### config.mk
export PLATFORM = sky130hd
export DESIGN_NAME = raster_scan_driver
export DESIGN_NICKNAME = d
export VERILOG_FILES = /design/src/rtl/raster_scan_driver.sv
export SDC_FILE = /design/constraint.sdc
export NUM_CORES = 1
export LEC_CHECK = 0
export ABC_AREA = 1
export CORE_MARGIN = 1.5
export CORE_UTILIZATION = 42
export CTS_CLUSTER_SIZE = 16
export DETAILED_ROUTE_END_ITERATION = 8
export PLACE_DENSITY = 0.8
export SLEW_MARGIN = 40
export SYNTH_ARGS = -nofsm -noshare
export SYNTH_HDL_FRONTEND = slang
export SYNTH_SLANG_ARGS = --single-unit
### constraint.sdc
create_clock -name clk -period 1.3 [get_ports clk]
set_input_delay 0.39 -clock clk [delete_from_list [all_inputs] [get_ports clk]]
set_output_delay 0.39 -clock clk [all_outputs]
set_load 0.01 [all_outputs]
### src/rtl/raster_scan_driver.sv
// VGA raster scan front end for a combinational triangle rasterizer: timing, pixel
// coordinates, vertex registers and registered RGB222 output aligned with the syncs.
// Define VERTEX_DOUBLE_BUFFER_EN to build shadow vertices committed at vertical blanking.
module raster_scan_driver #(
    parameter int unsigned H_VISIBLE = 640,
    parameter int unsigned V_VISIBLE = 480,
    parameter int unsigned H_TOTAL   = 800,
    parameter int unsigned V_TOTAL   = 525
) (
    input  logic       clk,
    input  logic       rst_n,
    input  logic       wr_en,
    input  logic [2:0] wr_addr,
    input  logic [9:0] wr_data,
    input  logic       wr_commit,
    output logic       commit_pending,
    input  logic [5:0] fg_color,
    input  logic [5:0] bg_color,
    output logic [9:0] pixel_col,
    output logic [8:0] pixel_row,
    output logic [9:0] v0_x,
    output logic [9:0] v1_x,
    output logic [9:0] v2_x,
    output logic [8:0] v0_y,
    output logic [8:0] v1_y,
    output logic [8:0] v2_y,
    input  logic       rasterize,
    output logic       hsync,
    output logic       vsync,
    output logic [5:0] rgb,
    output logic       frame_start
);
    localparam logic [9:0] H_VIS    = 10'(H_VISIBLE);
    localparam logic [9:0] V_VIS    = 10'(V_VISIBLE);
    localparam logic [9:0] H_LAST   = 10'(H_TOTAL - 1);
    localparam logic [9:0] V_LAST   = 10'(V_TOTAL - 1);
    localparam logic [9:0] HS_FIRST = 10'(H_VISIBLE + 16);
    localparam logic [9:0] HS_LAST  = 10'(H_VISIBLE + 16 + 96 - 1);
    localparam logic [9:0] VS_FIRST = 10'(V_VISIBLE + 10);
    localparam logic [9:0] VS_LAST  = 10'(V_VISIBLE + 10 + 2 - 1);

    typedef struct packed {
        logic [9:0] v0_x;
        logic [8:0] v0_y;
        logic [9:0] v1_x;
        logic [8:0] v1_y;
        logic [9:0] v2_x;
        logic [8:0] v2_y;
    } vert_t;

    function automatic vert_t write_vertex(vert_t cur, logic [2:0] addr, logic [9:0] data);
        vert_t nxt;
        nxt = cur;
        case (addr)
            3'd0:    nxt.v0_x = data;
            3'd1:    nxt.v0_y = data[8:0];
            3'd2:    nxt.v1_x = data;
            3'd3:    nxt.v1_y = data[8:0];
            3'd4:    nxt.v2_x = data;
            3'd5:    nxt.v2_y = data[8:0];
            default: ;
        endcase
        return nxt;
    endfunction

    logic [9:0] h_cnt_q, h_cnt_d;
    logic [9:0] v_cnt_q, v_cnt_d;
    logic [5:0] rgb_q, rgb_d;
    logic       hsync_q, hsync_d;
    logic       vsync_q, vsync_d;
    logic       frame_start_q, frame_start_d;
    logic       display_on;
    vert_t      act_q, act_d;

    always_comb begin
        // NOTE: every signal written here gets a default first, so no path leaves one unassigned and infers a latch.
        h_cnt_d = h_cnt_q + 10'd1;
        v_cnt_d = v_cnt_q;
        if (h_cnt_q == H_LAST) begin
            h_cnt_d = '0;
            v_cnt_d = (v_cnt_q == V_LAST) ? '0 : v_cnt_q + 10'd1;
        end

        display_on = (h_cnt_q < H_VIS) && (v_cnt_q < V_VIS);
        pixel_col  = (h_cnt_q < H_VIS) ? h_cnt_q : '0;
        pixel_row  = (v_cnt_q < V_VIS) ? v_cnt_q[8:0] : '0;

        rgb_d = '0;
        if (display_on) begin
            rgb_d = rasterize ? fg_color : bg_color;
        end
        hsync_d       = !((h_cnt_q >= HS_FIRST) && (h_cnt_q <= HS_LAST));
        vsync_d       = !((v_cnt_q >= VS_FIRST) && (v_cnt_q <= VS_LAST));
        frame_start_d = (h_cnt_q == '0) && (v_cnt_q == '0);
    end

`ifdef VERTEX_DOUBLE_BUFFER_EN
    vert_t shd_q, shd_d;
    logic  pend_q, pend_d;

    always_comb begin
        shd_d  = shd_q;
        act_d  = act_q;
        pend_d = pend_q;
        if (wr_en) begin
            shd_d = write_vertex(shd_q, wr_addr, wr_data);
        end
        // The copy reads shd_q, so a write in the same cycle lands in the shadow only.
        if ((h_cnt_q == '0) && (v_cnt_q == V_VIS) && pend_q) begin
            act_d  = shd_q;
            pend_d = 1'b0;
        end
        if (wr_commit) begin
            pend_d = 1'b1;
        end
    end

    always_ff @(posedge clk) begin
        if (!rst_n) begin
            shd_q  <= '0;
            pend_q <= 1'b0;
        end else begin
            shd_q  <= shd_d;
            pend_q <= pend_d;
        end
    end

    assign commit_pending = pend_q;
`else
    logic unused_commit;
    assign unused_commit = wr_commit;

    always_comb begin
        act_d = act_q;
        if (wr_en) begin
            act_d = write_vertex(act_q, wr_addr, wr_data);
        end
    end

    assign commit_pending = 1'b0;
`endif

    always_ff @(posedge clk) begin
        // NOTE: non-blocking assignments so every flop samples pre-edge values regardless of statement order.
        if (!rst_n) begin
            h_cnt_q       <= '0;
            v_cnt_q       <= '0;
            rgb_q         <= '0;
            hsync_q       <= 1'b1;
            vsync_q       <= 1'b1;
            frame_start_q <= 1'b0;
            act_q         <= '0;
        end else begin
            h_cnt_q       <= h_cnt_d;
            v_cnt_q       <= v_cnt_d;
            rgb_q         <= rgb_d;
            hsync_q       <= hsync_d;
            vsync_q       <= vsync_d;
            frame_start_q <= frame_start_d;
            act_q         <= act_d;
        end
    end

    assign rgb         = rgb_q;
    assign hsync       = hsync_q;
    assign vsync       = vsync_q;
    assign frame_start = frame_start_q;
    assign v0_x        = act_q.v0_x;
    assign v0_y        = act_q.v0_y;
    assign v1_x        = act_q.v1_x;
    assign v1_y        = act_q.v1_y;
    assign v2_x        = act_q.v2_x;
    assign v2_y        = act_q.v2_y;

endmodule

# After elaboration in Yosys (flattened, before gate mapping)
# Cells that the tools add are included.
# word_totals
regBits	86
in_bits	30
out_inout_bits	86
elab_cells	49
# classes
n_addsub	2
n_lt_le_gt_ge	6
n_eq_ne	7
mux	4
bitwise	1
reduce_logical	17
# ops
op	count
10-bit by 1-bit adder with 10-bit output, second input constant	2
10-bit == test, second input constant	2
10-bit zero test	2
10-bit 2-to-1 mux	2
2-bit AND reduction	7
10-bit >= comparator, second input constant	1
10-bit by 9-bit >= comparator with 1-bit output, second input constant	1
10-bit <= comparator, second input constant	1
10-bit by 9-bit <= comparator with 1-bit output, second input constant	1
10-bit < comparator, second input constant	1
10-bit by 9-bit < comparator with 1-bit output, second input constant	1
9-bit 2-to-1 mux	1
3-bit by 2-bit == test with 1-bit output, second input constant	2
3-bit == test, second input constant	2
6-bit 2-to-1 mux	1
1-bit logical AND	4
3-bit by 1-bit == test with 1-bit output, second input constant	1
3-bit zero test	1
1-bit zero test	2
2-bit OR reduction	1
1-bit inverter	1

# Longest topological paths before layout
# logic_depth
depth_word	3
depth_mapped	9
mapped_depth_nobuf	9

# Least setup slack after synthesis
# No wires, ideal clock.
# synth_path
path_kind	register -> output
start	register h_cnt_q[7]
end	output pixel_col[0]
arrival_ns	0.978
required_time_ns	0.910
path_slack_ns	-0.068
stages_incl_launch_ff	5
path_buffers	1
path_cell_list	dfxtp_1 -> buf_6 -> o21ai_0 -> inv_1 -> nor2_1
# synth_between
elab_chain_cells	2
# synth_rtl
item	line	source
start: declaration	66	logic [9:0] h_cnt_q, h_cnt_d;
start signal: assignment	154	h_cnt_q <= h_cnt_d;
10-bit < comparator	85	pixel_col = (h_cnt_q < H_VIS) ? h_cnt_q : '0;
10-bit 2-to-1 mux	85	
end: declaration	19	output logic [9:0] pixel_col,
# No other way between the ends.

# Worst setup path in the final report
# layout_path
start	register v_cnt_q[8]
end	output pixel_row[4]
# layout_between
elab_chain_cells	2
# layout_rtl
item	line	source
start: declaration	67	logic [9:0] v_cnt_q, v_cnt_d;
start signal: assignment	155	v_cnt_q <= v_cnt_d;
10-bit by 9-bit < comparator with 1-bit output	86	pixel_row = (v_cnt_q < V_VIS) ? v_cnt_q[8:0] : '0;
9-bit 2-to-1 mux	86	
end: declaration	20	output logic [8:0] pixel_row,
# No other way between the ends.

==> summary.txt <==
Clocking
  – CTS root buf: clkbuf_8
  – CTS Hold Bufs: 0
  – CTS HTree Levels: 3
  – Clk buf depth: 2
  – Clock-pin slew of the registers on the worst-case setup and hold paths: 0.09 ns
  – TritonCTS Buffers: 9
  – CTS tree: done
  – Clk Latency, worst-skew pair: 0.35 ns
  – Clock Sinks: 86

Global routing
  – First-pass GRT wire length: 18430 um
  – GRT overflow: 0
  – Pin count of the biggest net entering global routing: 32
  – Total track usage: 26.63%
  – Vias in the first global route: 3872
  – Initial antenna violation count: 0

Critical path
  – CP Capture Type: output port
  – Buf/Inv on CP: 3
  – CP max FO: 4
  – CP required: 0.91 ns
  – Element type at the critical path start: flip-flop
  – Largest delay share family, worst path: simple AND/OR/NAND/NOR gates
  – CP arrival: 1.34 ns
  – Crit-path cells: nand4_1 > inv_2 > nor2_4 > clkinv_2 > nor2_1 > buf_2
  – Max stage delay on crit path: 0.33 ns
  – Crit path kind: reg -> out
  – Slowest CP cell: dfxtp_2

Yosys
  – Mapped cell area: 3605 um^2
  – XOR/XNOR share of the synthesized area: 1.215%
  – Adder-cell share of the synthesized area: 1.388%
  – Post-synthesis mux area share: 0%
  – Unique masters post-synth: 30
  – Post-Synth Simple-Gate Area: 30.51%
  – Register area share after synthesis: 47.76%
  – Share of the synthesized area in the top cell type: 47.76%
  – Synthesized instance count: 492
  – Syn Area/Cell: 7.327 um^2
  – YS warnings: 0
  – Synth area leader: dfxtp_1
  – Compound-Gate Fraction of Synth Area: 11.63%
  – Syn Nets: 526
  – #FFs+latches synth: 86
  – Largest family of logic cells by synthesized area: simple AND/OR/NAND/NOR gates
  – Synth top area cells: dfxtp_1, nor2_1, o21ai_0, nand2_1, inv_1

Timing
  – Final setup vio count: 45
  – Setup WS post-layout: -0.4323 ns
  – Clock skew: 0.01625 ns
  – Tcrit/Tclk final: 133.3%
  – Achievable Freq: 577.3 MHz
  – Final Hold Viols: 0
  – Final min period: 1.732 ns
  – RSZ-0062 raised after global routing: true
  – Max-slew violations: 0

Floorplan
  – Die Width: 95.64 um
  – Die footprint: 9147 um^2
  – Placeable Area: 8258 um^2
  – Initial core utilization: 43.65%
  – I/O pins: 116
  – Cell Rows: 33
  – Chip Height: 95.64 um

Placed design
  – Post-Place Setup Slack: -0.5899 ns
  – DPL Wire Length: 7848 um
  – GPL Wtd Cong: 0.9188
  – Port buffer count: 113

Route
  – Wire per inst: 15.65 um
  – Initial DRC count: 149
  – Drt via density: 5.124
  – ANT nets after route: 0
  – Final wirelength: 12490 um
  – Vias: 4089
  – DR pass1 iterations: 4
  – Post-route DRC: 0

Power and ir drop
  – Lkg Pwr: 2.701 nW
  – Max VDD drop: 0.6089 mV
  – Pwr dens: 934.2 nW/um^2
  – Overall power: 5.467 mW

Outcome
  – Failing checks: negative setup slack
  – Status: finished with violations

Hold path
  – Worst min-delay path category: reg -> reg

Cells and area
  – Register area: 1778 um^2
  – Area grow syn2layout: 62.34%
  – Fill count: 633
  – Multi-input gate area: 2062 um^2
  – Layout cells sized above 1: 48.34%
  – Final net count: 722
  – ANT cells: 0

Job
  – Max-cap violations: 0
==> timing repair <==
item                       CTS  global route
resized for setup          444            78
buffers inserted            14             9
cloned                       5             0
setup endpoints to repair  163            67
pin swaps                   28            22
==> worst paths after layout <==
check | end | cells past startpoint | slack, ns | from
hold reg to reg | v1_y[0]$_SDFFE_PN0P_ | 2 | 0.45 | v1_y[0]$_SDFFE_PN0P_
setup reg to reg | v_cnt_q[9]$_SDFFE_PN0N_ | 10 | -0.18 | h_cnt_q[1]$_SDFF_PP0_
hold / removal | v1_y[0]$_SDFFE_PN0P_ | 2 | 0.45 | v1_y[0]$_SDFFE_PN0P_
setup / recovery | pixel_row[4] | 6 | -0.43 | v_cnt_q[8]$_SDFFE_PN0N_
==> report_power, final <==
part / leakage (nW) / switching [mW] / internal (mW) / total [mW]
clock: 0.102 / 0.902 / 1.09 / 1.99
sequential: 0.720 / 0.0440 / 2.72 / 2.77
combinational: 1.88 / 0.382 / 0.323 / 0.705
total: 2.70 / 1.33 / 4.14 / 5.47
==> synthesized netlist by cell type <==
master and count:
nor2_4 2, nand2_1 56, conb_1 1, a21oi_1 22
nor2_8 2, clkbuf_1 9, inv_1 39, buf_2 2
dfxtp_1 86, a21boi_0 1, nand3_4 1, clkinv_1 6
nand3_2 2, nand2_4 2, buf_4 1, xor2_1 5
buf_6 2, nand2_2 5, o22ai_1 1, ha_1 4
nand4_1 7, nor4_1 1, nor3b_2 1, inv_6 1
inv_2 4, nand3_1 15, nor3_1 3, nor2_2 5
nor2_1 147, o21ai_0 59
==> logic make-up after synthesis <==
family                   after synthesis
AND/OR/NAND/NOR                      249
flip-flops                            86
AO/OA/AOI/OAI                         83
buffers and inverters                 64
XOR/XNOR                               5
adder cells (fa/ha/maj)                4
other                                  1
==> registers in the layout, summed over array words and instances (netlist names) <==
signal,flops
v_cnt_q,10
h_cnt_q,10
v0_y,9
vsync,1
v2_x,10
v1_y,9
rgb,6
v2_y,9
hsync,1
frame_start,1
v0_x,10
v1_x,10
==> stage by stage <==
| stage | instance area (um^2) | utilization [%] | hold slack [ns] | cells | TNS, ns |
|---|---|---|---|---|---|
| floorplan | 3618 | - | 0.4134 | 492 | -0.1472 |
| global placement | 5303 | 64.21 | 0.4338 | 757 | -35.24 |
| detailed placement | 5303 | 64.21 | 0.4354 | 757 | -40.35 |
| CTS | 5685 | 68.85 | 0.4447 | 792 | -8.065 |
| global route | 5852 | 70.86 | 0.4680 | 798 | -11.84 |
| finish | 5852 | 70.86 | 0.4468 | 798 | -8.912 |
==> layer usage <==
| layer | vias to the layer above | GRT usage (%) | share of wire, % |
|---|---|---|---|
| met5 | - | 0 | 0 |
| met4 | 0 | 10.42 | 3.4 |
| met1 | 1882 | 30.70 | 38 |
| li1 | 1957 | - | - |
| met3 | 37 | 8.054 | 8.9 |
| met2 | 213 | 45.83 | 49 |
==> worst min-delay path, stage by stage (launching register included) <==
cell     delay [ns]
dfxtp_1        0.31
inv_1          0.05
a21oi_1        0.05
==> placed cells by master, fill, tap and decap left out, drive strengths merged <==
| master | n |
|---|---|
| buf | 164 |
| nor2 | 157 |
| dfxtp | 86 |
| nand2 | 64 |
| o21ai | 59 |
| inv | 44 |
| clkdlybuf4s50 | 24 |
| a21oi | 22 |
| nand3 | 19 |
| clkbuf | 16 |
| nand4 | 7 |
| clkinv | 7 |
| xor2 | 5 |
| dlygate4sd2 | 4 |
| ha | 4 |
| nor3 | 3 |
| bufinv | 2 |
| clkinvlp | 1 |
| nor3b | 1 |
| a21boi | 1 |
| o22ai | 1 |
| nor4 | 1 |
| conb | 1 |
==> final cells by class <==
type,instances,area share [%]
clock buffer,13,2.373
clock inverter,3,1.176
inverter,50,3.720
multi-input combinational,345,35.24
sequential,86,30.38
tap,105,2.245
timing repair buffer,195,24.78
timing repair inverter,1,0.08552
Note: power is estimated with default switching activity, not from simulation.
